<file path="config.mk">
export PLATFORM = sky130hd
export DESIGN_NAME = da_fir_sequencer_flat
export DESIGN_NICKNAME = d
export VERILOG_FILES = /design/src/rtl/da_fir_sequencer_pkg.sv /design/src/rtl/da_fir_sequencer_if.sv /design/src/rtl/da_fir_sequencer_adder_tree.sv /design/src/rtl/da_fir_sequencer.sv /design/src/flat_wrapper.sv
export SDC_FILE = /design/constraint.sdc
export NUM_CORES = 1
export LEC_CHECK = 0
export CAP_MARGIN = 20
export CORE_ASPECT_RATIO = 0.8
export CORE_MARGIN = 2
export CORE_UTILIZATION = 41
export CTS_BUF_LIST = sky130_fd_sc_hd__clkbuf_8 sky130_fd_sc_hd__clkbuf_16
export DETAILED_ROUTE_END_ITERATION = 7
export HOLD_SLACK_MARGIN = 0.15
export PLACE_DENSITY = 0.82
export SYNTH_ARGS = -nofsm -noshare
export SYNTH_HDL_FRONTEND = slang
export SYNTH_SLANG_ARGS = --single-unit
</file>
<file path="constraint.sdc">
create_clock -name clk -period 2.2 [get_ports clk]
set_clock_uncertainty 0.15 [all_clocks]
set_input_delay 0.44 -clock clk [delete_from_list [all_inputs] [get_ports clk]]
set_output_delay 0.44 -clock clk [all_outputs]
set_load 0.02 [all_outputs]
</file>
<file path="src/rtl/da_fir_sequencer_pkg.sv">
// Shared types and sizing helpers for the distributed-arithmetic FIR sequencer.
package da_fir_pkg;

    typedef enum logic [1:0] {
        IDLE = 2'd0,
        LOAD = 2'd1,
        RUN  = 2'd2,
        DONE = 2'd3
    } da_seq_state_t;

    localparam int DEFAULT_WORD_WIDTH = 16;
    localparam int DEFAULT_NUM_SUB    = 2;

    // One growth bit per doubling of the number of summed subfilter words.
    function automatic int sum_width(input int w, input int n);
        return w + $clog2(n);
    endfunction

    function automatic int bit_cnt_width(input int w);
        return (w > 1) ? $clog2(w) : 1;
    endfunction

    localparam int BIT_CNT_W = bit_cnt_width(DEFAULT_WORD_WIDTH);
    localparam int SUM_WIDTH = sum_width(DEFAULT_WORD_WIDTH, DEFAULT_NUM_SUB);

endpackage

</file>
<file path="src/rtl/da_fir_sequencer_if.sv">
// Sample input, subfilter strobe/collection and result output bundle of the sequencer.
interface da_fir_sequencer_if
    import da_fir_pkg::*;
#(
    parameter int WORD_WIDTH = DEFAULT_WORD_WIDTH,
    parameter int NUM_SUB    = DEFAULT_NUM_SUB
);
    localparam int SW = sum_width(WORD_WIDTH, NUM_SUB);

    logic                          in_valid;
    logic                          in_ready;
    logic [WORD_WIDTH-1:0]         in_data;
    logic                          x_we;
    logic [WORD_WIDTH-1:0]         x;
    logic                          en;
    logic                          ts;
    logic [NUM_SUB*WORD_WIDTH-1:0] y_sub;
    logic                          out_valid;
    logic                          out_ready;
    logic [SW-1:0]                 out_data;

    modport master (
        output in_valid, in_data, y_sub, out_ready,
        input  in_ready, x_we, x, en, ts, out_valid, out_data
    );

    modport slave (
        input  in_valid, in_data, y_sub, out_ready,
        output in_ready, x_we, x, en, ts, out_valid, out_data
    );

endinterface

</file>
<file path="src/rtl/da_fir_sequencer_adder_tree.sv">
// Combinational signed reduction of the packed subfilter y words, wrapping at SUM_WIDTH.
module da_adder_tree #(
    parameter int WORD_WIDTH = 16,
    parameter int NUM_SUB    = 2,
    parameter int SUM_WIDTH  = 17
) (
    input  logic [NUM_SUB*WORD_WIDTH-1:0] y,
    output logic [SUM_WIDTH-1:0]          sum
);

    // Accumulate every slice after sign extension to the result width.
    always_comb begin
        sum = '0;
        for (int k = 0; k < NUM_SUB; k++) begin
            sum = sum + SUM_WIDTH'($signed(y[k*WORD_WIDTH +: WORD_WIDTH]));
        end
    end

endmodule

</file>
<file path="src/rtl/da_fir_sequencer.sv">
// Drives one word-serial pass of the DA subfilter chain per sample and collects
// the summed subfilter outputs on the sign-bit cycle.
module da_fir_sequencer
    import da_fir_pkg::*;
#(
    parameter int WORD_WIDTH = DEFAULT_WORD_WIDTH,
    parameter int NUM_SUB    = DEFAULT_NUM_SUB
) (
    input  logic               clk,
    input  logic               rst,
    da_fir_sequencer_if.slave  bus
);

    localparam int SW    = sum_width(WORD_WIDTH, NUM_SUB);
    localparam int CNT_W = bit_cnt_width(WORD_WIDTH);
    localparam logic [CNT_W-1:0] LAST_BIT = CNT_W'(WORD_WIDTH - 1);

    da_seq_state_t          state_r;
    da_seq_state_t          state_s;
    logic [CNT_W-1:0]       bit_cnt_r;
    logic [WORD_WIDTH-1:0]  x_r;
    logic [SW-1:0]          out_data_r;
    logic                   out_valid_r;
    logic [SW-1:0]          sum_s;
    logic                   last_s;
    logic                   accept_s;
    logic                   in_ready_s;
    logic                   x_we_s;
    logic                   en_s;
    logic                   ts_s;

    da_adder_tree #(
        .WORD_WIDTH (WORD_WIDTH),
        .NUM_SUB    (NUM_SUB),
        .SUM_WIDTH  (SW)
    ) u_adder_tree (
        .y   (bus.y_sub),
        .sum (sum_s)
    );

    assign last_s   = (bit_cnt_r == LAST_BIT);
    assign accept_s = bus.in_valid & in_ready_s;

    // State register.
    always_ff @(posedge clk or posedge rst) begin
        if (rst) begin
            state_r <= IDLE;
        end else begin
            state_r <= state_s;
        end
    end

    // Next-state decode; DONE hands straight to LOAD when a new sample is waiting.
    always_comb begin
        state_s = state_r;
        case (state_r)
            IDLE:    state_s = accept_s ? LOAD : IDLE;
            LOAD:    state_s = RUN;
            RUN:     state_s = last_s ? DONE : RUN;
            DONE: begin
                if (bus.out_ready) begin
                    state_s = bus.in_valid ? LOAD : IDLE;
                end else begin
                    state_s = DONE;
                end
            end
            default: state_s = IDLE;
        endcase
    end

    // Strobe decode from the registered state only.
    always_comb begin
        in_ready_s = 1'b0;
        x_we_s     = 1'b0;
        en_s       = 1'b0;
        ts_s       = 1'b0;
        case (state_r)
            IDLE:    in_ready_s = 1'b1;
            LOAD:    x_we_s     = 1'b1;
            RUN: begin
                en_s = 1'b1;
                ts_s = last_s;
            end
            DONE:    in_ready_s = bus.out_ready;
            default: in_ready_s = 1'b0;
        endcase
    end

    // Sample capture, bit counter and result register.
    always_ff @(posedge clk or posedge rst) begin
        if (rst) begin
            x_r         <= '0;
            bit_cnt_r   <= '0;
            out_data_r  <= '0;
            out_valid_r <= 1'b0;
        end else begin
            if (accept_s) begin
                x_r <= bus.in_data;
            end else begin
                x_r <= x_r;
            end
            if (state_r == LOAD) begin
                bit_cnt_r <= '0;
            end else if (state_r == RUN) begin
                bit_cnt_r <= last_s ? '0 : bit_cnt_r + CNT_W'(1);
            end else begin
                bit_cnt_r <= bit_cnt_r;
            end
            if ((state_r == RUN) && last_s) begin
                out_data_r  <= sum_s;
                out_valid_r <= 1'b1;
            end else if ((state_r == DONE) && bus.out_ready) begin
                out_valid_r <= 1'b0;
            end else begin
                out_valid_r <= out_valid_r;
            end
        end
    end

    assign bus.in_ready  = in_ready_s;
    assign bus.x_we      = x_we_s;
    assign bus.x         = x_r;
    assign bus.en        = en_s;
    assign bus.ts        = ts_s;
    assign bus.out_valid = out_valid_r;
    assign bus.out_data  = out_data_r;

endmodule

</file>
<file path="src/flat_wrapper.sv">
// flat-port wrapper written by rule: the top's interface ports become plain ports
module da_fir_sequencer_flat import da_fir_pkg::*;
#(
    parameter int WORD_WIDTH = DEFAULT_WORD_WIDTH,
    parameter int NUM_SUB    = DEFAULT_NUM_SUB
)
  (clk, rst, bus_in_valid, bus_in_data, bus_y_sub, bus_out_ready, bus_in_ready, bus_x_we, bus_x, bus_en, bus_ts, bus_out_valid, bus_out_data);
  da_fir_sequencer_if #(.WORD_WIDTH(WORD_WIDTH), .NUM_SUB(NUM_SUB)) bus_i ();
  input  logic clk;
  input  logic rst;
  input wire logic [$bits(bus_i.in_valid)-1:0] bus_in_valid;
  input wire logic [$bits(bus_i.in_data)-1:0] bus_in_data;
  input wire logic [$bits(bus_i.y_sub)-1:0] bus_y_sub;
  input wire logic [$bits(bus_i.out_ready)-1:0] bus_out_ready;
  output wire logic [$bits(bus_i.in_ready)-1:0] bus_in_ready;
  output wire logic [$bits(bus_i.x_we)-1:0] bus_x_we;
  output wire logic [$bits(bus_i.x)-1:0] bus_x;
  output wire logic [$bits(bus_i.en)-1:0] bus_en;
  output wire logic [$bits(bus_i.ts)-1:0] bus_ts;
  output wire logic [$bits(bus_i.out_valid)-1:0] bus_out_valid;
  output wire logic [$bits(bus_i.out_data)-1:0] bus_out_data;
  assign bus_i.in_valid = bus_in_valid;
  assign bus_i.in_data = bus_in_data;
  assign bus_i.y_sub = bus_y_sub;
  assign bus_i.out_ready = bus_out_ready;
  assign bus_in_ready = bus_i.in_ready;
  assign bus_x_we = bus_i.x_we;
  assign bus_x = bus_i.x;
  assign bus_en = bus_i.en;
  assign bus_ts = bus_i.ts;
  assign bus_out_valid = bus_i.out_valid;
  assign bus_out_data = bus_i.out_data;
  da_fir_sequencer #(.WORD_WIDTH(WORD_WIDTH), .NUM_SUB(NUM_SUB)) u_core (.clk(clk), .rst(rst), .bus(bus_i));
endmodule
</file>
==> impl_metrics.tcl <==
set metrics [dict create \
    status "complete, no violations" \
    hold_path.class "reg2reg" \
    critPathKind "in2reg" \
    crit_required_ns 2.24 \
    synthCells 248 \
    ant_nets 0 \
    final_nets 447 \
    slew_headroom 0.665 \
    overflow 0 \
    dieArea_um2 6500 \
    synth_top_area_share 0.416 \
    core_um2 5560 \
    ys.warnings.count 0 \
    io_pins 90 \
    clkTransAtPathRegs_ns 0.07 \
    end_kind "register" \
    synth.cell_area_um2 2410 \
    synth_area_leaders "dfrtp_1, ha_1, mux2_2" \
    tightest_slew_ns 0.502 \
    port_buffers 89 \
    timing.setup.tns_ns 0 \
    power.total_mw 4.21 \
    final_hold_viol_count 0 \
    yosysUniqueCellTypes 45 \
    cts_tree "yes" \
    synthFlopType "dfrtp_1" \
    cp_max_fo 3 \
    crit_arrival_ns 2.18 \
    post_drt_via_cell_ratio 5.17 \
    grt_max_degree 41 \
    die_y_um 72.5 \
    hold_buffers 0 \
    cts_buffers 5 \
    syn_nets 322 \
    routedWlPerCell_um 14.7 \
    synth_top_area_cell "dfrtp_1" \
    rows 24 \
    startpoint_type "primary input" \
    drt_iter0_markers 90 \
    clockBufferDepth 2 \
    dpl.hpwl_mm 5.11 \
    root_buffer "clkbuf_8" \
    first_pass_iters 4 \
    peakVddDrop_mv 0.396 \
    insertion_delay_ns 0.29 \
    drive_gt1_frac 0.235 \
    syn_avg_cell_area_um2 9.70 \
    start_util 0.433 \
    grt_pass1_wl_mm 10.1 \
    gp_congestion 0.836 \
    vias 2337 \
    routed_wl_mm 6.64 \
    syn2layout_area_growth_pct 62.2 \
    antennaDiodeCount 0 \
    synth_edf_count 0 \
    grt_pass1_vias 2196 \
    route.detailed.drc 0 \
    antenna_found_initial 0 \
    fmax_ghz 0.469 \
    async_flop_share 1.00 \
    timing.max_cap.violations 0 \
    whs_ns 0.337 \
    seq_area_frac_synth 0.416 \
    finalSetupViolCount 0 \
    final.period_utilization 0.969 \
    grtUsageTotal 0.199 \
    cts_max_level 2 \
    period_minus_slack_ns 2.13 \
    leakage_nw 1.75 \
    cts_sinks 40 \
    power.density_nw_per_um2 1080 \
    die_w_um 89.6 \
    finalMaxSlewViolations 0 \
    synth_seq_cells 40 \
]
layout by cell type, fill, tap and decap left out, types with 7 or more instances in the layout:
| cell | synthesis | final |
|---|---|---|
| nand3_1 | 8 | 8 |
| o21ai_0 | 21 | 17 |
| clkdlybuf4s50_1 | 0 | 73 |
| inv_1 | 8 | 9 |
| nand4_1 | 7 | 7 |
| buf_4 | 0 | 39 |
| a21oi_1 | 15 | 10 |
| nand2_1 | 36 | 36 |
| mux2_2 | 16 | 16 |
| ha_1 | 21 | 14 |
| dfrtp_1 | 40 | 40 |
cells in the mapped netlist (2+ instances only):
master,instances
nor2_1,5
a211oi_1,2
xnor2_1,2
nand4_1,7
a31oi_1,2
mux2_2,16
nand2_1,36
o211ai_1,2
nor2b_1,3
inv_1,8
and2_1,2
buf_2,3
clkbuf_1,7
o31ai_1,4
nor3b_1,2
nor3_1,5
ha_1,21
nand3_1,8
o22ai_1,2
a21oi_1,15
a21o_1,5
o21a_1,3
dfrtp_1,40
or3_1,2
xor2_1,6
o21ai_0,21
registers in the layout, summed over array words and instances (netlist names):
register	cells
u_core.bus.x	16
u_core.bit_cnt_r	4
u_core.state_r	2
u_core.bus.out_valid	1
u_core.bus.out_data	17
cell type report:
cell class | count | area, um2
well taps | 78 | 97.6
inverters | 9 | 33.8
clock inverters | 2 | 11.3
fillers | 427 | 1650
repair buffers | 130 | 1210
clock buffers | 6 | 82.6
flip-flops and latches | 40 | 1000
multi-input cells | 187 | 1470
final timing paths:
| check | from | end | slack, ns | cells past startpoint |
|---|---|---|---|---|
| min in group asynchronous | rst | u_core.bus.x[2] | 0.42 | 3 |
| worst min-delay path | u_core.bus.out_valid | u_core.bus.out_valid | 0.34 | 2 |
| worst max register to register | u_core.state_r[0] | u_core.bus.x[1] | 0.22 | 6 |
| max in group asynchronous | rst | u_core.bus.out_data[10] | 1.14 | 3 |
| worst min register to register | u_core.bus.out_valid | u_core.bus.out_valid | 0.34 | 2 |
| worst max-delay path | bus_y_sub[22] | u_core.bus.out_data[13] | 0.07 | 7 |
per-layer routing:
layer | share of wire | vias to the layer above | global-route usage
li1 | - | 1152 | -
met1 | 0.41 | 1090 | 0.253
met2 | 0.49 | 85 | 0.345
met3 | 0.081 | 10 | 0.0387
met4 | 0.015 | 0 | 0.0531
met5 | 0 | - | 0
power by group:
group	leakage [nW]	switching [mW]	total (mW)	internal (mW)
sequential	0.474	0.216	1.32	1.11
clock	0.0486	0.249	0.499	0.250
combinational	1.23	1.17	2.39	1.22
what timing repair did:
| item | 4_1_cts | 5_1_grt |
|---|---|---|
| gates resized for setup | 22 | 31 |
| setup endpoints to repair | 14 | 12 |
| pin swaps | 14 | 14 |
| endpoints found under the hold margin | 0 | 0 |
| setup buffers | 3 | 2 |
cells by family after synthesis:
group	after synthesis	synth area share
simple gates	74	0.147
compound gates	66	0.174
flops	40	0.416
fa+ha+maj	22	0.118
buf+inv	21	0.0374
mux	17	0.0790
xor+xnor	8	0.0291
critical path: stages:
cell	delay (ns)
clkdlybuf4s50_1	0.40
ha_1	0.33
a21oi_2	0.19
o21bai_1	0.10
o221a_1	0.24
o31a_1	0.29
o31ai_1	0.19
stage by stage:
stage / instances / setup slack [ns] / cell area (um2) / util
final: 452 / 0.0680 / 3900 / 0.703
after global routing: 452 / -0.0374 / 3900 / 0.703
after CTS: 450 / 0.00191 / 3780 / 0.680
after detailed placement: 439 / -0.546 / 3620 / 0.652
after global placement: 439 / -0.488 / 3620 / 0.652
after floorplan: 248 / 0.0162 / 2410 / -
Note: power is estimated with default switching activity, not from simulation.
